==> config.mk <==
export PLATFORM = sky130hd
export DESIGN_NAME = spike_window_classifier_flat
export DESIGN_NICKNAME = d
export VERILOG_FILES = /design/src/rtl/snn_pkg.sv /design/src/rtl/spike_window_classifier_if.sv /design/src/rtl/sat_counter.sv /design/src/rtl/spike_window_classifier.sv /design/src/flat_wrapper.sv
export SDC_FILE = /design/constraint.sdc
export NUM_CORES = 1
export LEC_CHECK = 0
export ABC_CLOCK_PERIOD_IN_PS = 3800
export CAP_MARGIN = 20
export CORE_ASPECT_RATIO = 2
export CORE_MARGIN = 4
export CORE_UTILIZATION = 41
export DETAILED_ROUTE_END_ITERATION = 16
export PLACE_DENSITY = 0.6
export SETUP_SLACK_MARGIN = 0.05
export SLEW_MARGIN = 20
export SYNTH_ARGS = -nofsm -noshare
export SYNTH_HDL_FRONTEND = slang
export SYNTH_SLANG_ARGS = --single-unit
==> constraint.sdc <==
create_clock -name clk -period 3.8 [get_ports clk]
set_input_delay 1.14 -clock clk [delete_from_list [all_inputs] [get_ports clk]]
set_output_delay 1.14 -clock clk [all_outputs]
set_load 0.005 [all_outputs]
==> src/rtl/snn_pkg.sv <==
// snn_pkg: shared defaults and FSM encoding for the spike window classifier
package snn_pkg;
   localparam int NUM_NEURONS_DEF = 8;
   localparam int CNT_W_DEF = 8;
   localparam int IDX_W_DEF = 3;
   typedef enum logic [1:0] {IDLE, ACCUM, ARGMAX, DONE} state_t;
endpackage

==> src/rtl/spike_window_classifier_if.sv <==
// spike_window_classifier_if: inference request, spike stream and result handshake
interface spike_window_classifier_if
   import snn_pkg::*;
#(
   parameter int NUM_NEURONS = NUM_NEURONS_DEF,
   parameter int CNT_W = CNT_W_DEF,
   parameter int IDX_W = IDX_W_DEF
);
   logic start, spike_valid, busy, result_valid, result_ready, result_tie;
   logic [NUM_NEURONS-1:0] spike_in;
   logic [IDX_W-1:0] result_class;
   logic [CNT_W-1:0] result_count;
   modport slave (
      input start, spike_valid, spike_in, result_ready,
      output busy, result_valid, result_class, result_count, result_tie
   );
   modport master (
      output start, spike_valid, spike_in, result_ready,
      input busy, result_valid, result_class, result_count, result_tie
   );
endinterface

==> src/rtl/sat_counter.sv <==
// sat_counter: clearable up-counter that sticks at its maximum value
module sat_counter
   import snn_pkg::*;
#(
   parameter int W = CNT_W_DEF
) (
   input logic clk,
   input logic reset,
   input logic clr,
   input logic inc,
   output logic [W-1:0] q
);
   always_ff @(posedge clk)
      q <= (reset || clr) ? '0 : (inc && q != '1) ? q + 1'b1 : q;
endmodule

==> src/rtl/spike_window_classifier.sv <==
// spike_window_classifier: counts spikes per neuron over a window, then reports the argmax
module spike_window_classifier
   import snn_pkg::*;
#(
   parameter int NUM_NEURONS = NUM_NEURONS_DEF,
   parameter int WINDOW = 16,
   parameter int CNT_W = CNT_W_DEF,
   parameter int IDX_W = IDX_W_DEF
) (
   input logic clk,
   input logic reset,
   spike_window_classifier_if.slave bus
);
   localparam logic [15:0] LAST_STEP = 16'(WINDOW - 1);
   localparam logic [IDX_W-1:0] LAST_IDX = IDX_W'(NUM_NEURONS - 1);
   state_t state, state_n;
   logic [15:0] step;
   logic [IDX_W-1:0] idx, nb_idx, best_idx;
   logic [CNT_W-1:0] cnt [NUM_NEURONS];
   logic [CNT_W-1:0] cur, nb_cnt, best_cnt;
   logic clr, acc, win, nb_tie, best_tie;
   assign clr = state == IDLE && bus.start;
   assign acc = state == ACCUM && bus.spike_valid;
   for (genvar i = 0; i < NUM_NEURONS; i++) begin : g_cnt
      sat_counter #(.W(CNT_W)) u_cnt (
         .clk(clk),
         .reset(reset),
         .clr(clr),
         .inc(acc && bus.spike_in[i]),
         .q(cnt[i])
      );
   end
   // Scan step: neuron 0 seeds the best; only a strictly greater count displaces it
   assign cur = cnt[idx];
   assign win = idx == '0 || cur > best_cnt;
   assign nb_idx = win ? idx : best_idx;
   assign nb_cnt = win ? cur : best_cnt;
   assign nb_tie = !win && (best_tie || cur == best_cnt);
   always_comb begin
      state_n = state;
      case (state)
         IDLE: state_n = bus.start ? ACCUM : IDLE;
         ACCUM: state_n = (acc && step == LAST_STEP) ? ARGMAX : ACCUM;
         ARGMAX: state_n = idx == LAST_IDX ? DONE : ARGMAX;
         DONE: state_n = bus.result_ready ? IDLE : DONE;
         default: state_n = IDLE;
      endcase
   end
   always_ff @(posedge clk)
      state <= reset ? IDLE : state_n;
   always_ff @(posedge clk) begin
      if (reset) begin
         step <= '0;
         idx <= '0;
         best_idx <= '0;
         best_cnt <= '0;
         best_tie <= 1'b0;
      end else begin
         step <= clr ? '0 : acc ? step + 16'd1 : step;
         idx <= state == ARGMAX ? idx + 1'b1 : '0;
         if (state == ARGMAX) begin
            best_idx <= nb_idx;
            best_cnt <= nb_cnt;
            best_tie <= nb_tie;
         end
      end
   end
   assign bus.busy = state != IDLE;
   assign bus.result_valid = state == DONE;
   assign bus.result_class = best_idx;
   assign bus.result_count = best_cnt;
   assign bus.result_tie = best_tie;
endmodule

==> src/flat_wrapper.sv <==
// flat-port wrapper written by rule: the top's interface ports become plain ports
module spike_window_classifier_flat import snn_pkg::*;
#(
   parameter int NUM_NEURONS = NUM_NEURONS_DEF,
   parameter int WINDOW = 16,
   parameter int CNT_W = CNT_W_DEF,
   parameter int IDX_W = IDX_W_DEF
)
  (clk, reset, bus_start, bus_spike_valid, bus_spike_in, bus_result_ready, bus_busy, bus_result_valid, bus_result_class, bus_result_count, bus_result_tie);
  spike_window_classifier_if #(.NUM_NEURONS(NUM_NEURONS), .CNT_W(CNT_W), .IDX_W(IDX_W)) bus_i ();
  input logic clk;
  input logic reset;
  input wire logic [$bits(bus_i.start)-1:0] bus_start;
  input wire logic [$bits(bus_i.spike_valid)-1:0] bus_spike_valid;
  input wire logic [$bits(bus_i.spike_in)-1:0] bus_spike_in;
  input wire logic [$bits(bus_i.result_ready)-1:0] bus_result_ready;
  output wire logic [$bits(bus_i.busy)-1:0] bus_busy;
  output wire logic [$bits(bus_i.result_valid)-1:0] bus_result_valid;
  output wire logic [$bits(bus_i.result_class)-1:0] bus_result_class;
  output wire logic [$bits(bus_i.result_count)-1:0] bus_result_count;
  output wire logic [$bits(bus_i.result_tie)-1:0] bus_result_tie;
  assign bus_i.start = bus_start;
  assign bus_i.spike_valid = bus_spike_valid;
  assign bus_i.spike_in = bus_spike_in;
  assign bus_i.result_ready = bus_result_ready;
  assign bus_busy = bus_i.busy;
  assign bus_result_valid = bus_i.result_valid;
  assign bus_result_class = bus_i.result_class;
  assign bus_result_count = bus_i.result_count;
  assign bus_result_tie = bus_i.result_tie;
  spike_window_classifier #(.NUM_NEURONS(NUM_NEURONS), .WINDOW(WINDOW), .CNT_W(CNT_W), .IDX_W(IDX_W)) u_core (.clk(clk), .reset(reset), .bus(bus_i));
endmodule
# --- Word level (Yosys, flattened, before mapping) ---
# Cells that the tools add are included.
classes:
  n_addsub: 10
  order_cmp: 2
  eq_ne: 14
  n_mux: 8
  bitwise_logic: 2
  reduce_logical: 30
ops:
  columns: ["cell", "count"]
  rows:
  - ["adder 8 x 1 -> 8 bit, second input constant", 8]
  - ["inequality test 8 bit, second input constant", 8]
  - ["binary-select mux 8 bit (select 3 bit)", 1]
  - ["logical AND 1 bit", 20]
  - ["adder 16 x 1 -> 16 bit, second input constant", 1]
  - ["== test 16 x 4 -> 1 bit, second input constant", 1]
  - ["2-to-1 mux 8 bit", 2]
  - ["== test 8 bit", 1]
  - ["> comparator 8 bit", 1]
  - ["case mux 2 bit (4 select lines)", 1]
  - ["== test 2 bit, second input constant", 2]
  - [">= comparator 4 bit, second input constant", 1]
  - ["2-to-1 mux 2 bit", 2]
  - ["NOT 3 -> 4 bit", 1]
  - ["OR reduction 2 bit", 2]
  - ["adder 3 x 1 -> 3 bit, second input constant", 1]
  - ["== test 3 bit, second input constant", 1]
  - ["logical NOT 3 bit", 1]
  - ["logical OR 1 bit", 3]
  - ["== test 2 x 1 -> 1 bit, second input constant", 1]
  - ["logical NOT 2 bit", 1]
  - ["2-to-1 mux 1 bit", 2]
  - ["AND reduction 2 bit", 1]
  - ["nonzero test 2 bit", 1]
  - ["2 further kinds", 2]
word_totals:
  reg_bits: 97
  input_bits: 13
  out_inout_bits: 14
  elab_cells: 80

# --- Logic depth before layout (Yosys ltp) ---
depth:
  word_depth: 8
  depth_mapped: 12

# --- Cells and area by module ---
# From an unflattened synthesis, not the netlist that was laid out.
unflattened:
  hier_cells: 633
  area_unflattened_um2: 5711.7
modules_own_cells:
  columns: ["module", "n_inst", "cells_per_inst", "area_each_um2", "seq_area_each_um2"]
  rows:
  - ["sat_counter", 8, 48, 421.7, 160.2]
  - ["spike_window_classifier", 1, 249, 2338.5, 660.6]

# --- Worst setup path after synthesis ---
# Ideal clock, no wire load.
synth_path:
  kind: "flip-flop to flip-flop"
  start: "register u_core.idx[0]"
  end: "register u_core.best_cnt[0], in the netlist u_core.bus.result_count[0]"
  setup_time_ns: 0.121
  arrival_ns: 2.771
  t_required_ns: 3.679
  slack_ns: 0.908
  path_stages_with_launch: 13
  cell_sequence: "dfxtp_1 buf_6 buf_6 mux4_2 nand2_1 nand2_1 ha_1 and4_1 nand4_1 a21oi_1 a211oi_1 buf_4 mux2_2"
synth_via:
  elab_chain_len: 7
  word_cells_on_any_way: 8
synth_rtl:
  columns: ["item", "line", "rtl"]
  rows:
  - ["start, declared", "spike_window_classifier.sv:18", "logic [IDX_W-1:0] idx, nb_idx, best_idx;"]
  - ["start signal, assigned", "spike_window_classifier.sv:60", "idx <= state == ARGMAX ? idx + 1'b1 : '0;"]
  - ["NOT 3 -> 4 bit (not written as such)", "spike_window_classifier.sv:34", "assign cur = cnt[idx];"]
  - ["binary-select mux 8 bit (select 3 bit)", "spike_window_classifier.sv:34", null]
  - ["2-to-1 mux 8 bit (not written as such) (2 in a row)", "spike_window_classifier.sv:34", null]
  - ["named net u_core.cur[7]", "spike_window_classifier.sv:20", "logic [CNT_W-1:0] cur, nb_cnt, best_cnt;"]
  - ["> comparator 8 bit", "spike_window_classifier.sv:35", "assign win = idx == '0 || cur > best_cnt;"]
  - ["logical OR 1 bit", "spike_window_classifier.sv:35", null]
  - ["AND reduction 2 bit (no source line)", null, null]
  - ["end signal, assigned", "spike_window_classifier.sv:63", "best_cnt <= nb_cnt;"]
  - ["end, declared", "spike_window_classifier.sv:20", null]
# The timed path passes the listed nets, and every way through them passes these cells. The select of a mux whose other input is x is not followed.
# A chain may end at the register's enable or synchronous reset.

# --- Worst setup path in the final report ---
layout_path:
  start: "register u_core.idx[0]"
  end: "register u_core.best_cnt[6], in the netlist u_core.bus.result_count[6]"
# The elaborated chain is that of the path after synthesis.

==> results.py <==
metrics = {
    "power_and_ir_drop": {
        "power_leakage_nw": 2.02,
        "power.density_nw_per_um2": 352,
        "ir_worst_vdd_v": 0.000289,
    },
    "finish": {
        "final_nets": 600,
        "n_antenna_cell": 0,
        "layout-drive-gt1-share": 0.0979,
        "mostFrequentLayoutCells": "dfxtp_1, nor2_1, nand2_1, xor2_1, clkdlybuf4s50_1",
        "layout-area-overhead-vs-synth_pct": 13.2,
        "layout_commonest_cell": "dfxtp_1",
        "layout.core_utilization": 0.475,
        "post-route-cell-area_um2": 5750,
    },
    "routing": {
        "drt-total-wl_um": 11000,
        "vias": 3863,
        "average_wire_per_cell_in_the_routed_design_um": 15.3,
        "number_of_nets_with_antenna_violations_after_detailed_routing": 0,
        "1st_pass_router_iterations": 4,
        "detail_route.iter0.violations": 176,
        "vias_per_cell": 5.37,
        "post_route_drc": 0,
    },
    "setup_path": {
        "timing.critical_path.to_type": "flop",
        "r2r-start": "u_core.idx[0]",
        "worst-endpoint-required_ns": 4.04,
        "timing.setup.critical_path_class": "flop to flop",
        "worstSetupStartpoint": "u_core.idx[0]",
        "cp-endpoint": "u_core.bus.result_count[6]",
        "ff2ff_setup_slack_ns": 0.71,
        "timing.rr.end": "u_core.bus.result_count[6]",
        "critical_path.startpoint_type": "flop",
        "critPathArrivalTime_ns": 3.33,
        "r2r.worst_path.cells": 11,
        "worstPathMaxFanout": 19,
    },
    "cts": {
        "h-tree-depth": 3,
        "clkSinkCount": 97,
        "cts.repair_timing.setup_buffer_count": 0,
        "postCtsResizedCells": 0,
        "worst_skew_pair.late_latency_ns": 0.35,
        "max_clock_buf_depth": 2,
        "clock_input_transition_at_the_sequential_cells_of_the_worst_setup_and_hold_paths_ns": 0.07,
        "cts-root-buf": "clkbuf_16",
        "cts_made_buffers": 9,
        "cts_tree": "built",
        "cts_hold_buffers": 0,
    },
    "floorplanning": {
        "placement_rows": 57,
        "design.die.area_um2": 14300,
        "top_level_ports": 27,
        "dieWidth_um": 86.7,
        "core_area_um2": 12100,
        "die_height_um": 165,
        "initial_utilization": 0.419,
    },
    "sta": {
        "skew_ns": 0.00593,
        "post-route-worst-setup-slack_ns": 0.712,
        "report.final.setup_viol": 0,
        "period_share": 0.813,
        "unrepaired_setup_endpoints_after_global_routing": "no",
        "maxClockFrequency_ghz": 0.324,
        "slew_headroom": 0.602,
        "timing.final.max_slew_violations": 0,
        "layout_min_cycle_time_ns": 3.09,
        "timing_worst_slew_pin_value_ns": 0.592,
        "setup_total_negative_slack_ns": 0,
        "finalHoldViolations": 0,
    },
    "placed_design": {
        "numPortBuffers": 26,
        "pre_cts_ws_ns": 0.650,
        "placed_area_um2": 5450,
        "place_hpwl_um": 8320,
        "globalplace.congestion": 0.850,
    },
    "grt": {
        "first_pass_grt_wire_length_um": 18300,
        "first_global_vias": 3815,
        "total_grt_usage": 0.163,
        "antenna_found_initial": 0,
        "globalRoute.totalOverflow": 0,
        "largest_net_degree_at_the_start_of_global_routing": 81,
    },
    "logic_synthesis": {
        "synth-warning-count": 0,
        "synthDistinctLibCells": 45,
        "seq_area_frac_synth": 0.382,
        "syn_inst": 549,
        "post_synth_edffs": 0,
        "synth.net_count": 582,
        "async_flop_share": 0,
        "synth_area_um2": 5080,
        "post_synth.cell_area_avg_um2": 9.26,
        "synth_flop_cell": "dfxtp_1",
        "postSynthRegisterBits": 97,
    },
    "hold_path": {
        "hp-class": "flop to flop",
        "min_delay_path_depth": 2,
        "timing.hold.worst.start": "u_core.bus.result_class[0]",
    },
    "status": {
        "outcome": "completed",
    },
    "run": {
        "max_cap_viol_count": 0,
    },
}
[sequential cells by signal (all words and copies together) (netlist names)]
signal,cells
u_core.g_cnt.u_cnt.q,64
u_core.step,16
u_core.bus.result_count,8
u_core.bus.result_class,3
u_core.idx,3
u_core.state,2
u_core.bus.result_tie,1
[worst min-delay path by stage]
stage / slack, ns / end
after floorplan: 0.47 / u_core.bus.result_class[0]
final: 0.48 / u_core.bus.result_class[0]
after detailed placement: 0.47 / u_core.bus.result_class[1]
after global placement: 0.48 / u_core.bus.result_class[1]
after global routing: 0.52 / u_core.bus.result_class[0]
after CTS: 0.48 / u_core.bus.result_class[0]
[critical path, stage by stage, from the launching register on]
cell      delay, ns
dfxtp_1        0.34
buf_4          0.32
mux4_2         0.55
nand2_1        0.10
nand2_1        0.07
ha_1           0.30
and4_1         0.24
nand4_1        0.16
a21oi_1        0.06
a211oi_1       0.26
buf_4          0.23
mux2_2         0.34
[power breakdown]
group | internal [mW] | switching [mW] | leakage [nW]
Combinational | 0.0297 | 0.0420 | 1.10
Sequential | 1.02 | 0.00699 | 0.782
Clock | 0.516 | 0.414 | 0.139
Total | 1.57 | 0.463 | 2.02
[synth_stat cells, drive strengths merged, types with 6 or more instances]
| cell | number | area (um^2) |
|---|---|---|
| nand2 | 57 | 214 |
| xnor2 | 23 | 201 |
| nand4 | 15 | 93.8 |
| nor2 | 91 | 342 |
| a41oi | 6 | 90.1 |
| buf | 10 | 77.6 |
| nand4b | 7 | 61.3 |
| inv | 14 | 52.6 |
| xor2 | 44 | 385 |
| a21oi | 16 | 80.1 |
| and3 | 9 | 66.3 |
| mux2i | 12 | 120 |
| ha | 20 | 250 |
| mux2 | 8 | 90.1 |
| nor3 | 7 | 35.0 |
| mux4 | 16 | 360 |
| clkbuf | 15 | 57.6 |
| dfxtp | 97 | 1940 |
| a211oi | 9 | 72.6 |
| and4 | 14 | 123 |
| o21ai | 7 | 35.0 |
| nand3 | 17 | 85.1 |
[cells by family (layout without fill, tap and decap cells)]
family,Yosys count,after routing,synth area share
simple gates,241,241,0.232
mux,36,36,0.112
compound gates,49,49,0.0724
fa+ha+maj,20,20,0.0492
flops,97,97,0.382
buf+inv,39,62,0.0369
xor+xnor,67,67,0.115
[area by class of cell]
| cell class | count | area [um^2] |
|---|---|---|
| fill | 1196 | 6370 |
| multi-input combinational | 413 | 2950 |
| sequential | 97 | 1940 |
| timing repair buffer | 32 | 318 |
| clock buffer | 9 | 225 |
| tap | 147 | 184 |
| clock inverter | 7 | 78.8 |
| inverter | 14 | 52.6 |
[stage by stage]
stage	cells	power [mW]	hold slack, ns
6_report	719	2.03	0.477
5_1_grt	719	2.10	0.520
4_1_cts	719	2.06	0.484
3_5_place_dp	703	1.12	0.468
3_3_place_gp	703	1.12	0.476
2_1_floorplan	549	1.09	0.465
[routing by layer]
layer | track usage | part of all wire | vias to the layer above
li1 | - | - | 1947
met1 | 0.178 | 0.41 | 1843
met2 | 0.298 | 0.53 | 54
met3 | 0.0263 | 0.025 | 19
met4 | 0.0794 | 0.033 | 0
met5 | 0 | 0 | -
(Power assumes the default switching activity.)
==> RTL change, RTL diff (config.mk and constraints unchanged) <==
Re-encode `state_t` (4 states) as one-hot, 4 bits wide.
--- a/src/rtl/snn_pkg.sv
+++ b/src/rtl/snn_pkg.sv
@@ -3,6 +3,6 @@
    localparam int NUM_NEURONS_DEF = 8;
    localparam int CNT_W_DEF = 8;
    localparam int IDX_W_DEF = 3;
-   typedef enum logic [1:0] {IDLE, ACCUM, ARGMAX, DONE} state_t;
+   typedef enum logic [3:0] {IDLE = 4'b0001, ACCUM = 4'b0010, ARGMAX = 4'b0100, DONE = 4'b1000} state_t;
 endpackage
 
Function: no difference found for any inputs over 10 cycles, from zero or initial values and one cycle with reset high; not proved beyond that.
==> RTL change against the unedited design <==
- area after synthesis up 4.7%
- sequential cell count up 2
- routed wire length up 10%
- core utilization up 0.14 points
- via count up 8.3%
- setup slack worse by 0.26 ns
- highest routed layer unchanged
- power up 5.8%
- critical endpoint is now u_core.bus.result_count[5]$_SDFFE_PP0P_
- final area up 4.5%
==> RTL change: results (changes against the unedited design) <==
grt met1 use=19.3% (was 17.8%); leak pwr=1.98 nW (was 2.02 nW); Internal=0.00171 W (was 0.00157 W); clock network fraction of total power=47.6% (was 45.8%); GRT Overall Usage=17.5% (was 16.3%); syn nets=610 (was 582); CP max FO=18 (was 19); met3 wire length=347 um (was 278 um); DRT Pass-1 Iters=5 (was 4); DP HPWL=9050 um (was 8320 um); met2 Usage GRT=31.5% (was 29.8%); post-placement cell area=0.00568 mm^2 (was 0.00545 mm^2); met2 WL=6630 um (was 5850 um); Worst VDD drop=0.266 mV (was 0.289 mV); worst slew pin tran=0.757 ns (was 0.592 ns); clock skew=0.00571 ns (was 0.00593 ns); first-pass GRT wire length=20600 um (was 18300 um); Nets=630 (was 600); vias in the first global route=4266 (was 3815); met1 WL=4790 um (was 4530 um); multiplexer share of the synthesized area=12.6% (was 11.2%); n_diodes=0 (unchanged); gpl congestion=0.840 (was 0.850); area grow syn2layout=13.0% (was 13.2%); Post-synth top cells=99 x dfxtp_1, 95 x nor2_1, 53 x xnor2_1 (was 97 x dfxtp_1, 91 x nor2_1, 57 x nand2_1); library cells used by synthesis=49 (was 45); fin cells=751 (was 719); run status=finished clean (unchanged); Placed Cells=736 (was 703); Iteration-0 DRC Markers=188 (was 176); Worst path max stage delay=0.81 ns (was 0.55 ns); CP max-delay cell=dfxtp_1 (was mux4_2); XOR/XNOR Fraction of Synth Area=10.5% (was 11.5%); met3 global-route usage=2.78% (was 2.63%); net switching power figure=0.000437 W (was 0.000463 W); power in combinational cells=0.0000779 W (was 0.0000717 W); WL final=12200 um (was 11000 um); via count=4185 (was 3863)
RTL change: path summary, 6_finish.rpt:
kind | from | to | slack, ns | depth (start not counted)
setup / recovery | u_core.idx[1]$_SDFF_PP0_ | u_core.bus.result_count[5]$_SDFFE_PP0P_ | 0.45 | 8
hold / removal | u_core.bus.result_class[2]$_SDFFE_PP0P_ | u_core.bus.result_class[2]$_SDFFE_PP0P_ | 0.48 | 2
setup reg to reg | u_core.idx[1]$_SDFF_PP0_ | u_core.bus.result_count[5]$_SDFFE_PP0P_ | 0.45 | 8
hold reg to reg | u_core.bus.result_class[2]$_SDFFE_PP0P_ | u_core.bus.result_class[2]$_SDFFE_PP0P_ | 0.48 | 2
RTL change: area by class of cell:
cell class	count	area share [%]
inverters	22	1.37
multi-input cells	433	51.7
flip-flops and latches	99	33.0
repair buffers	32	5.29
clock buffers	10	3.81
clock inverters	5	1.71
well taps	150	3.12
